$ cat config.mk
export PLATFORM = sky130hd
export DESIGN_NAME = ctrl_seq
export DESIGN_NICKNAME = d
export VERILOG_FILES = /design/src/rtl/ctrl_seq.sv
export SDC_FILE = /design/constraint.sdc
export NUM_CORES = 1
export LEC_CHECK = 0
export ABC_AREA = 0
export CORE_ASPECT_RATIO = 1.5
export CORE_MARGIN = 2
export CORE_UTILIZATION = 25
export DETAILED_ROUTE_END_ITERATION = 6
export DONT_BUFFER_PORTS = 1
export GPL_TIMING_DRIVEN = 1
export PLACE_DENSITY = 0.41
export SETUP_SLACK_MARGIN = 0.4
export SLEW_MARGIN = 20
export SYNTH_ARGS = -nofsm -noshare
export SYNTH_HDL_FRONTEND = slang
export SYNTH_SLANG_ARGS = --single-unit
$ cat constraint.sdc
create_clock -name clk -period 1.7 [get_ports clk]
set_input_delay 0.17 -clock clk [delete_from_list [all_inputs] [get_ports clk]]
set_output_delay 0.17 -clock clk [all_outputs]
set_load 0.01 [all_outputs]
$ cat src/rtl/ctrl_seq.sv
// Multi-cycle control sequencer for the 8-bit CPU.
// Walks FETCH -> DECODE -> EX1..EX3 per instruction and decodes the IR opcode,
// zero flag and IN/OUT handshakes into every bus and register strobe.
// Strobes are combinational from state and inputs; state and the retired
// counter are the only registers. Reset forces every output low.
module ctrl_seq #(
   parameter int unsigned CNT_W = 16
) (
   input  logic             clk,
   input  logic             reset,
   input  logic [3:0]       opcode,
   input  logic             zero_flag,
   input  logic             out_ready,
   input  logic             in_valid,
   output logic             c_a,
   output logic             c_b,
   output logic             c_imm,
   output logic             gpr_oe,
   output logic             gpr_we,
   output logic             alu_lda,
   output logic             alu_ldb,
   output logic             alu_oe,
   output logic [2:0]       alu_op,
   output logic             flag_we,
   output logic             pc_inc,
   output logic             pc_ld,
   output logic             out_valid,
   output logic             in_ready,
   output logic             in_oe,
   output logic             halted,
   output logic [CNT_W-1:0] retired
);

   typedef enum logic [2:0] {
      S_FETCH,
      S_DECODE,
      S_EX1,
      S_EX2,
      S_EX3,
      S_HALT
   } state_t;

   localparam logic [2:0] ALU_ADD   = 3'b000;
   localparam logic [2:0] ALU_SUB   = 3'b001;
   localparam logic [2:0] ALU_PASSB = 3'b101;

   localparam logic [CNT_W-1:0] CNT_ONE = {{(CNT_W-1){1'b0}}, 1'b1};

   state_t           state_q, state_d;
   logic [CNT_W-1:0] retired_q, retired_d;
   logic             retire;

   // Strobe decode and next-state selection from state, opcode and handshakes.
   always_comb begin
      c_a       = 1'b0;
      c_b       = 1'b0;
      c_imm     = 1'b0;
      gpr_oe    = 1'b0;
      gpr_we    = 1'b0;
      alu_lda   = 1'b0;
      alu_ldb   = 1'b0;
      alu_oe    = 1'b0;
      alu_op    = ALU_ADD;
      flag_we   = 1'b0;
      pc_inc    = 1'b0;
      pc_ld     = 1'b0;
      out_valid = 1'b0;
      in_ready  = 1'b0;
      in_oe     = 1'b0;
      halted    = 1'b0;
      retire    = 1'b0;
      state_d   = state_q;

      case (state_q)
         S_FETCH:  state_d = S_DECODE;
         S_DECODE: state_d = S_EX1;

         S_EX1: begin
            case (opcode)
               4'h1: begin
                  c_imm  = 1'b1;
                  c_a    = 1'b1;
                  gpr_we = 1'b1;
                  pc_inc = 1'b1;
                  retire = 1'b1;
               end
               4'h2: begin
                  c_b     = 1'b1;
                  gpr_oe  = 1'b1;
                  alu_ldb = 1'b1;
                  state_d = S_EX2;
               end
               4'h3, 4'h4, 4'h5, 4'h6, 4'h7, 4'h8: begin
                  c_a     = 1'b1;
                  gpr_oe  = 1'b1;
                  alu_lda = 1'b1;
                  state_d = S_EX2;
               end
               4'h9: begin
                  c_imm  = 1'b1;
                  pc_ld  = 1'b1;
                  retire = 1'b1;
               end
               4'hA, 4'hB: begin
                  // JZ takes the branch on Z=1, JNZ on Z=0.
                  c_imm  = 1'b1;
                  pc_ld  = zero_flag ^ opcode[0];
                  pc_inc = ~(zero_flag ^ opcode[0]);
                  retire = 1'b1;
               end
               4'hC: begin
                  c_a       = 1'b1;
                  gpr_oe    = 1'b1;
                  out_valid = 1'b1;
                  pc_inc    = out_ready;
                  retire    = out_ready;
               end
               4'hD: begin
                  c_a      = 1'b1;
                  in_ready = 1'b1;
                  in_oe    = in_valid;
                  gpr_we   = in_valid;
                  pc_inc   = in_valid;
                  retire   = in_valid;
               end
               4'hF: begin
                  retire  = 1'b1;
                  state_d = S_HALT;
               end
               default: begin
                  pc_inc = 1'b1;
                  retire = 1'b1;
               end
            endcase
         end

         S_EX2: begin
            case (opcode)
               4'h2: begin
                  alu_op = ALU_PASSB;
                  alu_oe = 1'b1;
                  c_a    = 1'b1;
                  gpr_we = 1'b1;
                  pc_inc = 1'b1;
                  retire = 1'b1;
               end
               4'h3, 4'h4, 4'h5, 4'h6, 4'h7, 4'h8: begin
                  c_b     = 1'b1;
                  gpr_oe  = 1'b1;
                  alu_ldb = 1'b1;
                  state_d = S_EX3;
               end
               default: state_d = S_FETCH;
            endcase
         end

         S_EX3: begin
            case (opcode)
               4'h3, 4'h4, 4'h5, 4'h6, 4'h7: begin
                  // ADD..XOR occupy opcodes 3..7, ALU codes 0..4.
                  alu_op  = opcode[2:0] - 3'd3;
                  alu_oe  = 1'b1;
                  c_a     = 1'b1;
                  gpr_we  = 1'b1;
                  flag_we = 1'b1;
                  pc_inc  = 1'b1;
                  retire  = 1'b1;
               end
               4'h8: begin
                  alu_op  = ALU_SUB;
                  c_a     = 1'b1;
                  flag_we = 1'b1;
                  pc_inc  = 1'b1;
                  retire  = 1'b1;
               end
               default: state_d = S_FETCH;
            endcase
         end

         S_HALT:  halted = 1'b1;
         default: state_d = S_FETCH;
      endcase

      if (retire && (state_d != S_HALT)) begin
         state_d = S_FETCH;
      end
      retired_d = retire ? (retired_q + CNT_ONE) : retired_q;

      if (reset) begin
         c_a       = 1'b0;
         c_b       = 1'b0;
         c_imm     = 1'b0;
         gpr_oe    = 1'b0;
         gpr_we    = 1'b0;
         alu_lda   = 1'b0;
         alu_ldb   = 1'b0;
         alu_oe    = 1'b0;
         alu_op    = ALU_ADD;
         flag_we   = 1'b0;
         pc_inc    = 1'b0;
         pc_ld     = 1'b0;
         out_valid = 1'b0;
         in_ready  = 1'b0;
         in_oe     = 1'b0;
         halted    = 1'b0;
      end
   end

   // Sequencer state and retired-instruction counter.
   always_ff @(posedge clk) begin
      if (reset) begin
         state_q   <= S_FETCH;
         retired_q <= '0;
      end else begin
         state_q   <= state_d;
         retired_q <= retired_d;
      end
   end

   // Counter is forced low while reset is held.
   always_comb begin
      retired = reset ? '0 : retired_q;
   end

endmodule

==> results.md <==
* Status: finished with violations
* Failing checks: setup timing
* I/O Buffers at 0
* Critical Path Source Type: flop
* Area grow syn2layout at 55.0%
* Max_cap viols at 0
* CP max FO at 14
* Skew final at 0.00559 ns
* Total chip power at 0.00177 W
* Synthesized area at 1690 um^2
* Min Hold Slack at 0.145 ns
* Vias per inst at 5.19
* Clock sinks at 19
* Critical Path RT at 1.85 ns
* Dpl hpwl at 4.06 mm
* Worst Max-Slew Pin Slew at 0.412 ns
* Skew-Pair Late Insertion Delay at 0.26 ns
* DIE AREA at 7440 um^2
* CTS buffer count at 3
* Post-synth EDFFs at 0
* Final setup margin at -0.128 ns
* # diodes at 0
* Mapped Cells at 222
* Setup violators final at 13
* Max transition margin at 72.3%
* Ys async rst share at 0%
* RSZ-0062 raised after global routing: yes
* Yosys top cell area share at 22.5%
* Distinct cells, synth at 53
* Top cells by count, synth: nor2_1, a21oi_1, dfxtp_1
* Final Hold Vio Count at 0
* Tot GR Track Use at 15.2%
* Final Slew Violations at 0
* CP Class: reg2reg
* CP max-delay cell: dfxtp_4
* Drt initial violations at 136
* WL/cell at 16.0 um
* Worst R2R Path Depth at 7
* Fillers at 671
* Worst-path clk slew at 0.07 ns
* Nets at 289
* CP Capture Type: flop
* Area contributors post-synth: dfxtp_1, nor2b_1, nor2_1
* Ratio of cells with drive above 1 in the final layout at 48.9%
* Cell depth of the worst setup path at 7
* CTS tree: yes
* Routed Wire Length at 5.60 mm
* Grt ovf at 0
* Worst hold path depth at 2
* CP Cell Sequence: buf_4, nand2b_4, nor4_4, a31oi_4, buf_12, a211oi_2, mux2_4
* Max clock buf depth at 2
* Number of synthesized register bits at 19
* Gp weighted congestion at 0.813
* Syn Nets at 236
* VDD IR max at 0.547 mV
* Initial Util at 25.9%
* Initial antenna violation count at 0
* H-tree Lvls at 1
* Cell taking the most area after synthesis: dfxtp_1
* Crit path time final at 1.83 ns
* Family with the most delay on the worst path: simple AND/OR/NAND/NOR gates
* First-pass GRT wire length at 9.20 mm
* Drt first pass iters at 4
* Core Util, Final at 40.1%
* Synth warnings at 0
* Root Buffer: clkbuf_8
* Antenna-violating nets left at 0
* Crit path buf inv count at 2
* Die width at 71.1 um
* Max frequency at 0.547 GHz
* Register area share after synthesis at 22.5%
* I/O pins at 43
* DIE HEIGHT at 105 um
* Most frequent cell after synthesis: nor2_1
* Worst Path Arrival at 1.98 ns
* CP peak stage delay at 0.35 ns
* HP Class: in2reg
* Multi-input logic area at 1500 um^2
* Period utilisation layout at 108%
* Pwr/cell area at 675 nW/um^2
* Storage element area at 387 um^2
* Leakage at 1.04 nW
* Mean Syn Cell Area at 7.61 um^2
* Site Rows at 36
* Core area at 6530 um^2
* Via count at 1815
* Post-synth top flop: dfxtp_1
* Drc violations at 0
* Number of global-route vias before repair at 1828
* Largest net degree at the start of global routing at 46
[cell families after synthesis]
kind of cell	count (synthesis)	share of synthesized area, %
flip-flops	19	22.5
XOR/XNOR	3	1.56
multiplexers	14	9.33
buffers and inverters	21	7.11
AO/OA/AOI/OAI	57	23.3
adder cells (fa/ha/maj)	5	3.70
AND/OR/NAND/NOR	103	32.5
[routing by layer]
layer	vias to the layer above	wire length (um)	GRT usage [%]
li1	892	-	-
met1	862	2170	18.4
met2	51	3020	27.6
met3	10	259	1.74
met4	0	155	4.45
met5	-	0	0
[worst reg2reg max path, delay by kind of cell, from the launching register on]
| family | cells | cell delay, ns |
|---|---|---|
| and+or+nand+nor | 2 | 0.41 |
| AOI/OAI and AO/OA | 2 | 0.35 |
| DFF | 1 | 0.35 |
| muxes | 1 | 0.32 |
| buffers and inverters | 2 | 0.30 |
[layout make-up]
type                       count  share of cell area [%]
clock buffer                   4                    1.72
sequential                    19                    14.8
inverter                       5                   0.908
multi-input combinational    182                    57.4
tap                           76                    3.63
timing repair buffer          64                    21.6
[report_power, final]
part	total, W	internal, W	switching, W
clock	0.000325	0.000167	0.000159
sequential	0.000517	0.000481	0.0000361
combinational	0.000925	0.000459	0.000466
total	0.00177	0.00111	0.000661
[stage by stage]
step / std cells / cell area, um^2 / setup TNS (ns) / setup slack [ns]
finish: 350 / 2620 / -0.823 / -0.128
global route: 350 / 2620 / -2.64 / -0.200
CTS: 345 / 2510 / -0.898 / -0.142
detailed placement: 328 / 2150 / -1.80 / -0.160
global placement: 328 / 2150 / -1.30 / -0.137
floorplan: 222 / 1800 / -0.612 / -0.101
[sequential cells by signal (all words and copies together) (netlist names)]
register   flops
retired_q     16
state_q        3
[worst paths after layout]
| path | startpoint | endpoint | slack [ns] |
|---|---|---|---|
| worst max-delay path | state_q[1] | retired_q[15] | -0.13 |
| worst min-delay path | reset | retired_q[9] | 0.14 |
| worst max register to register | state_q[1] | retired_q[15] | -0.13 |
| worst min register to register | retired_q[1] | retired_q[1] | 0.52 |
[cells in the final DEF (no fill, tap or decap), drive strengths merged, types with 2 or more instances in the layout]
cell type | netlist | routed
nand2b | 2 | 2
xor2 | 2 | 2
or3 | 2 | 2
a21boi | 2 | 2
clkbuf | 6 | 4
mux2 | 14 | 14
nor4 | 2 | 2
a31oi | 3 | 3
dfxtp | 19 | 19
nor2b | 18 | 18
nand3 | 11 | 11
nand4 | 3 | 3
nor2 | 29 | 29
and2 | 3 | 3
a22oi | 2 | 2
and3 | 7 | 7
inv | 5 | 5
o21a | 2 | 2
nand2 | 10 | 10
a21oi | 24 | 24
nor3b | 2 | 2
o21ai | 12 | 12
a211oi | 3 | 3
nor3 | 9 | 9
ha | 5 | 5
buf | 10 | 63
[what timing repair did]
action,CTS,global route
setup endpoints to repair,37,37
gates resized for setup,46,16
hold endpoints to repair,2,0
buffers inserted,12,5
pin swaps,21,7
hold buffers,1,0
Power figures use the tool's default switching activity.
